==> src/rtl/rcas_acc_16bit_pkg.sv <==
//------------------------------------------------------------------------------
// rcas_acc_16bit_pkg
//
// Purpose : Shared definitions for the 16-bit ripple-carry add/subtract
//           accumulator. Holds the datapath width, the default operand-count
//           width, the controller state encoding and the signed-overflow
//           helper used by the accumulator.
//
// Contents: WIDTH       - datapath width, fixed at 16 by the adder
//           LEN_W_DEF   - default width of the operand-count input
//           state_t     - IDLE / RUN / DONE controller states
//           op_overflow - two's-complement overflow test for one operation
//------------------------------------------------------------------------------
package rcas_acc_16bit_pkg;

    localparam int WIDTH     = 16;
    localparam int LEN_W_DEF = 4;

    // Encoding 2'd3 is unused; the controller steers it back to ST_IDLE.
    typedef enum logic [1:0] {
        ST_IDLE = 2'd0,
        ST_RUN  = 2'd1,
        ST_DONE = 2'd2
    } state_t;

    // Signed overflow from the sign bits alone: an add overflows when both
    // operands share a sign that the result does not; a subtract overflows
    // when the operand signs differ and the result's sign leaves the
    // minuend's sign.
    function automatic logic op_overflow(
        input logic a_msb,
        input logic b_msb,
        input logic r_msb,
        input logic sub
    );
        logic w_sign_cond;
        w_sign_cond = sub ? (a_msb != b_msb) : (a_msb == b_msb);
        return w_sign_cond && (r_msb != a_msb);
    endfunction

endpackage : rcas_acc_16bit_pkg

==> src/rtl/rcas_acc_16bit_if.sv <==
//------------------------------------------------------------------------------
// rcas_acc_16bit_if
//
// Purpose : Bundles the command, operand-stream and result-stream signals of
//           the accumulator into one interface.
//
// Signals : start     - begin a new accumulation (honoured only when idle)
//           len       - number of operands in the sequence, taken with start
//           in_valid  - operand present on in_data / in_sub
//           in_ready  - accumulator can take an operand this cycle
//           in_data   - operand
//           in_sub    - 0: acc + in_data, 1: acc - in_data
//           out_valid - final result presented on acc / c_out / ovf / zero
//           out_ready - consumer takes the result
//           acc       - accumulator value
//           c_out     - carry of the latest operation (subtract: 1 = no borrow)
//           ovf       - sticky signed overflow over the sequence
//           zero      - acc == 0
//
// Modports: master - the side that issues commands and operands
//           slave  - the accumulator
//------------------------------------------------------------------------------
interface rcas_acc_16bit_if #(
    parameter int LEN_W = rcas_acc_16bit_pkg::LEN_W_DEF
);
    import rcas_acc_16bit_pkg::*;

    logic             start;
    logic [LEN_W-1:0] len;
    logic             in_valid;
    logic             in_ready;
    logic [WIDTH-1:0] in_data;
    logic             in_sub;
    logic             out_valid;
    logic             out_ready;
    logic [WIDTH-1:0] acc;
    logic             c_out;
    logic             ovf;
    logic             zero;

    modport master (
        output start, len, in_valid, in_data, in_sub, out_ready,
        input  in_ready, out_valid, acc, c_out, ovf, zero
    );

    modport slave (
        input  start, len, in_valid, in_data, in_sub, out_ready,
        output in_ready, out_valid, acc, c_out, ovf, zero
    );

endinterface : rcas_acc_16bit_if

==> src/rtl/rcas_16bit.sv <==
//------------------------------------------------------------------------------
// rcas_16bit
//
// Purpose : 16-bit ripple-carry adder/subtractor. With i_sel = 0 it returns
//           i_a + i_b; with i_sel = 1 it returns i_a - i_b, formed as
//           i_a + ~i_b + 1. The result wraps modulo 2^16.
//
// Ports   : i_a    in  16  first operand (accumulator side)
//           i_b    in  16  second operand
//           i_sel  in   1  0: add, 1: subtract
//           o_sum  out 16  result
//           o_cout out  1  carry out of bit 15 (subtract: 1 = no borrow)
//------------------------------------------------------------------------------
module rcas_16bit
    import rcas_acc_16bit_pkg::*;
(
    input  logic [WIDTH-1:0] i_a,
    input  logic [WIDTH-1:0] i_b,
    input  logic             i_sel,
    output logic [WIDTH-1:0] o_sum,
    output logic             o_cout
);

    logic [WIDTH-1:0] w_b_eff;

    // Conditional inversion of b; the +1 of the two's complement enters as
    // the carry into bit 0.
    assign w_b_eff = i_b ^ {WIDTH{i_sel}};

    // NOTE: blocking assignments are deliberate here: the carry variable has
    // to ripple from bit to bit within one evaluation of the block, which is
    // exactly what combinational logic means. State elements use <= instead.
    always_comb begin
        logic w_c;
        w_c   = i_sel;
        o_sum = '0;
        for (int i = 0; i < WIDTH; i++) begin
            o_sum[i] = i_a[i] ^ w_b_eff[i] ^ w_c;
            w_c      = (i_a[i] & w_b_eff[i]) | (w_c & (i_a[i] ^ w_b_eff[i]));
        end
        o_cout = w_c;
    end

endmodule : rcas_16bit

==> src/rtl/rcas_acc_16bit.sv <==
//------------------------------------------------------------------------------
// rcas_acc_16bit
//
// Purpose : Sequenced add/subtract accumulator. A start command clears the
//           accumulator and loads an operand count; the block then accepts
//           that many operands over a valid/ready stream, adding or
//           subtracting each one through a single rcas_16bit instance, and
//           finally presents the result until the consumer takes it.
//           Overflow is sticky across the sequence; the result wraps.
//
// Ports   : clk  in  1  clock, state changes on the rising edge
//           rst  in  1  asynchronous, active-high reset
//           bus  slave modport of rcas_acc_16bit_if (command, operand and
//                result streams plus acc / c_out / ovf / zero)
//
// Param   : LEN_W - width of the operand count; sequences run up to
//                   2^LEN_W - 1 operands. Must match the interface instance.
//------------------------------------------------------------------------------
module rcas_acc_16bit
    import rcas_acc_16bit_pkg::*;
#(
    parameter int LEN_W = LEN_W_DEF
)
(
    input  logic            clk,
    input  logic            rst,
    rcas_acc_16bit_if.slave bus
);

    // ---------------------------------------------------------------------
    // Declarations
    // ---------------------------------------------------------------------
    state_t           r_state;
    state_t           w_next_state;

    logic [WIDTH-1:0] r_acc;
    logic             r_c_out;
    logic             r_ovf;
    logic [LEN_W-1:0] r_count;

    logic [WIDTH-1:0] w_sum;
    logic             w_carry;
    logic             w_op_ovf;
    logic             w_in_ready;
    logic             w_out_valid;
    logic             w_xfer;
    logic             w_last;

    // ---------------------------------------------------------------------
    // Arithmetic: the only path that changes acc during a sequence
    // ---------------------------------------------------------------------
    rcas_16bit u_adder (
        .i_a    (r_acc),
        .i_b    (bus.in_data),
        .i_sel  (bus.in_sub),
        .o_sum  (w_sum),
        .o_cout (w_carry)
    );

    assign w_op_ovf = op_overflow(r_acc[WIDTH-1], bus.in_data[WIDTH-1],
                                  w_sum[WIDTH-1], bus.in_sub);

    // An operand moves on every edge where both sides agree.
    assign w_xfer = bus.in_valid && w_in_ready;

    // The operand being accepted is the final one of the sequence.
    assign w_last = (r_count == LEN_W'(1));

    // ---------------------------------------------------------------------
    // Controller: state register
    // ---------------------------------------------------------------------
    always_ff @(posedge clk or posedge rst) begin
        if (rst) begin
            r_state <= ST_IDLE;
        end else begin
            r_state <= w_next_state;
        end
    end

    // ---------------------------------------------------------------------
    // Controller: next-state logic
    // ---------------------------------------------------------------------
    // NOTE: the default assignment at the top of the block gives the output a
    // value on every path through the case, so no latch is inferred; it also
    // sends the unused encoding back to ST_IDLE.
    always_comb begin
        w_next_state = ST_IDLE;
        case (r_state)
            ST_IDLE: begin
                if (bus.start) begin
                    // An empty sequence has nothing to accept and goes
                    // straight to presenting the cleared result.
                    w_next_state = (bus.len == '0) ? ST_DONE : ST_RUN;
                end else begin
                    w_next_state = ST_IDLE;
                end
            end
            ST_RUN: begin
                w_next_state = (w_xfer && w_last) ? ST_DONE : ST_RUN;
            end
            ST_DONE: begin
                // start is not looked at here, so a start raised alongside
                // the result handshake is dropped.
                w_next_state = bus.out_ready ? ST_IDLE : ST_DONE;
            end
            default: begin
                w_next_state = ST_IDLE;
            end
        endcase
    end

    // ---------------------------------------------------------------------
    // Controller: outputs (Moore, from the state register only)
    // ---------------------------------------------------------------------
    always_comb begin
        w_in_ready  = 1'b0;
        w_out_valid = 1'b0;
        case (r_state)
            ST_RUN:  w_in_ready  = 1'b1;
            ST_DONE: w_out_valid = 1'b1;
            default: begin
                w_in_ready  = 1'b0;
                w_out_valid = 1'b0;
            end
        endcase
    end

    // ---------------------------------------------------------------------
    // Datapath registers
    // ---------------------------------------------------------------------
    // Outside of a start in IDLE and a transfer in RUN everything holds, so
    // the result stays readable after the consumer has taken it and until
    // the next start.
    always_ff @(posedge clk or posedge rst) begin
        if (rst) begin
            r_acc   <= '0;
            r_c_out <= 1'b0;
            r_ovf   <= 1'b0;
            r_count <= '0;
        end else begin
            case (r_state)
                ST_IDLE: begin
                    if (bus.start) begin
                        r_acc   <= '0;
                        r_c_out <= 1'b0;
                        r_ovf   <= 1'b0;
                        r_count <= bus.len;
                    end
                end
                ST_RUN: begin
                    if (w_xfer) begin
                        r_acc   <= w_sum;
                        r_c_out <= w_carry;
                        r_ovf   <= r_ovf | w_op_ovf;
                        r_count <= r_count - LEN_W'(1);
                    end
                end
                default: begin
                    r_acc   <= r_acc;
                    r_c_out <= r_c_out;
                    r_ovf   <= r_ovf;
                    r_count <= r_count;
                end
            endcase
        end
    end

    // ---------------------------------------------------------------------
    // Interface outputs
    // ---------------------------------------------------------------------
    assign bus.in_ready  = w_in_ready;
    assign bus.out_valid = w_out_valid;
    assign bus.acc       = r_acc;
    assign bus.c_out     = r_c_out;
    assign bus.ovf       = r_ovf;
    assign bus.zero      = (r_acc == '0);

endmodule : rcas_acc_16bit

==> src/flat_wrapper.sv <==
// flat-port wrapper written by rule: the top's interface ports become plain ports
module rcas_acc_16bit_flat import rcas_acc_16bit_pkg::*;
#(
    parameter int LEN_W = LEN_W_DEF
)
  (clk, rst, bus_start, bus_len, bus_in_valid, bus_in_data, bus_in_sub, bus_out_ready, bus_in_ready, bus_out_valid, bus_acc, bus_c_out, bus_ovf, bus_zero);
  rcas_acc_16bit_if #(.LEN_W(LEN_W)) bus_i ();
  input  logic clk;
  input  logic rst;
  input wire logic [$bits(bus_i.start)-1:0] bus_start;
  input wire logic [$bits(bus_i.len)-1:0] bus_len;
  input wire logic [$bits(bus_i.in_valid)-1:0] bus_in_valid;
  input wire logic [$bits(bus_i.in_data)-1:0] bus_in_data;
  input wire logic [$bits(bus_i.in_sub)-1:0] bus_in_sub;
  input wire logic [$bits(bus_i.out_ready)-1:0] bus_out_ready;
  output wire logic [$bits(bus_i.in_ready)-1:0] bus_in_ready;
  output wire logic [$bits(bus_i.out_valid)-1:0] bus_out_valid;
  output wire logic [$bits(bus_i.acc)-1:0] bus_acc;
  output wire logic [$bits(bus_i.c_out)-1:0] bus_c_out;
  output wire logic [$bits(bus_i.ovf)-1:0] bus_ovf;
  output wire logic [$bits(bus_i.zero)-1:0] bus_zero;
  assign bus_i.start = bus_start;
  assign bus_i.len = bus_len;
  assign bus_i.in_valid = bus_in_valid;
  assign bus_i.in_data = bus_in_data;
  assign bus_i.in_sub = bus_in_sub;
  assign bus_i.out_ready = bus_out_ready;
  assign bus_in_ready = bus_i.in_ready;
  assign bus_out_valid = bus_i.out_valid;
  assign bus_acc = bus_i.acc;
  assign bus_c_out = bus_i.c_out;
  assign bus_ovf = bus_i.ovf;
  assign bus_zero = bus_i.zero;
  rcas_acc_16bit #(.LEN_W(LEN_W)) u_core (.clk(clk), .rst(rst), .bus(bus_i));
endmodule
==> config.mk <==
export PLATFORM = sky130hd
export DESIGN_NAME = rcas_acc_16bit_flat
export DESIGN_NICKNAME = d
export VERILOG_FILES = /design/src/rtl/rcas_acc_16bit_pkg.sv /design/src/rtl/rcas_acc_16bit_if.sv /design/src/rtl/rcas_16bit.sv /design/src/rtl/rcas_acc_16bit.sv /design/src/flat_wrapper.sv
export SDC_FILE = /design/constraint.sdc
export NUM_CORES = 1
export LEC_CHECK = 0
export ABC_AREA = 1
export BUFFER_PORTS_ARGS = -buffer_cell sky130_fd_sc_hd__buf_4
export CAP_MARGIN = 25
export CORE_MARGIN = 2
export CORE_UTILIZATION = 25
export DETAILED_ROUTE_END_ITERATION = 8
export PLACE_DENSITY = 0.56
export REMOVE_ABC_BUFFERS = 1
export SLEW_MARGIN = 20
export SYNTH_ARGS = -nofsm -noshare
export SYNTH_HDL_FRONTEND = slang
export SYNTH_SLANG_ARGS = --single-unit
==> constraint.sdc <==
create_clock -name clk -period 7.1 [get_ports clk]
set_input_delay 0.355 -clock clk [delete_from_list [all_inputs] [get_ports clk]]
set_output_delay 0.355 -clock clk [all_outputs]
set_load 0.005 [all_outputs]
==> results.toml <==
[power_and_ir_drop]
p_per_area_nw_per_um2 = 371.4
static-leakage-power_uw = 0.001115
peakVddDrop_v = 0.0001027

[synth]
ys_types = 24
ys_seq_elements = 24
avgSynthCellArea_um2 = 8.910
syn_area_um2 = 1693
yosysWarnings = 0
syn_inst = 190
ys_seq_area_share_pct = 35.48

[clock_tree]
clock-sinks = 24
cts_tree = "done"
cts_made_buffers = 3
clk_latency_ns = 0.26
cts-root-buf = "clkbuf_8"
clockBufferDepth = 2
path_clk_slew_ns = 0.09
h-tree-depth = 1
cts-hold-fix-buffers = 0

[global_routing]
grt_max_degree = 29
grt_pass1_wl_mm = 6.755
grt_use_total_pct = 11.57
overflow = 0
antenna_found_initial = 0
grt_pass1_vias = 1392

[critical_path]
required_ns = 7.30
rrSetupSlack_ns = 0.24
start_kind = "register"
worstSetupPathType = "reg2reg"
slowest_stage = "fa_1"
path_max_fanout = 4
worstPathArrival_ns = 7.05
worstRegToRegCells = 25
critPathMaxStageDelay_ns = 0.56
critPathCaptureType = "register"
crit_top_cell = "fa_1"

[timing]
finalSetupViolations = 0
relSlewSlack_pct = 60.35
final_max_slew_viol_count = 0
rsz0062_at_grt = "false"
whs_ns = 0.04332
worstMarginPinSlew_ns = 0.5934
final.setup.tns_ns = 0
period_share_pct = 96.55
hold_viol = 0
fmax_mhz = 145.9
period_needed_ns = 6.855
clock_skew_ns = 0.004744

[layout]
drive_gt1_share_pct = 27.23
fin_util_pct = 33.67
fin_nets = 279
synthToLayoutAreaGrowth_pct = 28.46
final_common_cell = "buf_4"
layout_common_cells = "48 x buf_4, 37 x nand2_1, 33 x nand3_1"
diodes = 0

[run_status]
status = "finished, final reports clean"

[routing]
dr.first_iter.drc_count = 44
wl_per_cell_um = 13.06
antenna_left = 0
drt-pass1-iter-count = 4
routed_wl_mm = 4.075
routed-via-count = 1404
drc = 0
vias_per_cell = 4.500

[floorplanning]
io_pins = 47
initial_core_util_pct = 26.21
fp.dieH_um = 86.29
rows = 29
die_area_um2 = 7446
die_x_um = 86.29
core_region_area_um2 = 6459

[worst_hold_path]
hold_path_class = "in2async"

[flow_run]
drv_cap = 0

[place]
port_buffers = 46
place_congestion = 0.7503
hpwl_mm = 3.130
==> routing by layer <==
metal  vias to the layer above  global-route usage [%]  share of wire [%]
li1                        700                       -                  -
met1                       671                   15.50                 47
met2                        31                   19.03                 47
met3                         2                   2.667                4.8
met4                         0                   2.841               0.83
met5                         -                       0                  0
==> path summary, 6_finish.rpt <==
check                                   from                 end
max in group asynchronous                rst  u_core.bus.acc[10]
min in group clk              bus_in_data[0]   u_core.bus.acc[0]
setup / recovery           u_core.bus.acc[0]      u_core.bus.ovf
hold reg to reg               u_core.bus.ovf      u_core.bus.ovf
setup reg to reg           u_core.bus.acc[0]      u_core.bus.ovf
hold / removal                           rst   u_core.bus.acc[1]
==> power breakdown <==
group | total (uW) | internal [uW] | switching [uW]
registers | 272 | 199 | 73.4
logic | 443 | 206 | 237
clock network | 92.4 | 49.5 | 42.9
total | 808 | 454 | 354
==> state kept, by name, summed over array words and instances, names as in the netlist <==
name              count
u_core.bus.ovf        1
u_core.r_count        4
u_core.r_state        2
u_core.bus.c_out      1
u_core.bus.acc       16
==> layout make-up <==
cell class / count / area, um^2
multi-input cells: 137 / 968.4
inverters: 21 / 78.83
repair buffers: 49 / 375.4
fillers: 673 / 4284
flip-flops and latches: 24 / 600.6
clock buffers: 4 / 55.05
well taps: 77 / 96.34
==> critical path, delay by kind of cell, from the launching register on <==
family / cells / cell delay [ns]
buffers and inverters: 3 / 0.19
AO/OA/AOI/OAI: 2 / 0.21
flip-flops: 1 / 0.43
AND/OR/NAND/NOR: 5 / 0.33
adder cells (fa/ha/maj): 15 / 5.63
==> cells in the mapped netlist <==
library cell | count | area [um^2]
inv_2 | 2 | 7.510
nand3_1 | 33 | 165.2
o211ai_1 | 1 | 7.510
nand2_1 | 38 | 142.6
dfrtp_1 | 24 | 600.6
and2_1 | 1 | 6.260
buf_6 | 2 | 22.52
inv_1 | 19 | 71.32
nand2_4 | 2 | 22.52
ha_1 | 2 | 25.02
o21ai_1 | 7 | 35.03
a21oi_1 | 2 | 10.01
nand3_2 | 1 | 10.01
xor2_1 | 13 | 113.9
buf_2 | 5 | 25.02
or2_2 | 1 | 6.260
nor2_1 | 8 | 30.03
xnor2_1 | 2 | 17.52
fa_1 | 15 | 300.3
o21ai_0 | 5 | 25.02
buf_4 | 1 | 7.510
nor4_1 | 4 | 25.02
nor2_4 | 1 | 11.26
nor3_1 | 1 | 5.000
==> timing repair <==
| action | 4_1_cts | 5_1_grt |
|---|---|---|
| setup buffers | 0 | 1 |
| resized for setup | 0 | 4 |
| setup endpoints to repair | 0 | 1 |
==> cells by family after synthesis <==
| group | synth area share (%) |
|---|---|
| AO/OA/AOI/OAI | 4.582 |
| XOR/XNOR | 7.761 |
| adder cells (fa/ha/maj) | 19.22 |
| buffers and inverters | 7.908 |
| flip-flops | 35.48 |
| AND/OR/NAND/NOR | 25.06 |
==> stage by stage <==
step	worst slack (ns)	power [uW]	cells	area, um^2
6_report	0.2447	807.6	312	2175
5_1_grt	0.001688	901.1	312	2175
4_1_cts	0.07762	812.3	310	2142
3_5_place_dp	-0.01500	714.4	306	2087
3_3_place_gp	0.09915	712.8	306	2087
2_1_floorplan	0.4287	542.8	182	1638
No activity file was read; power rests on OpenSTA's default activity.
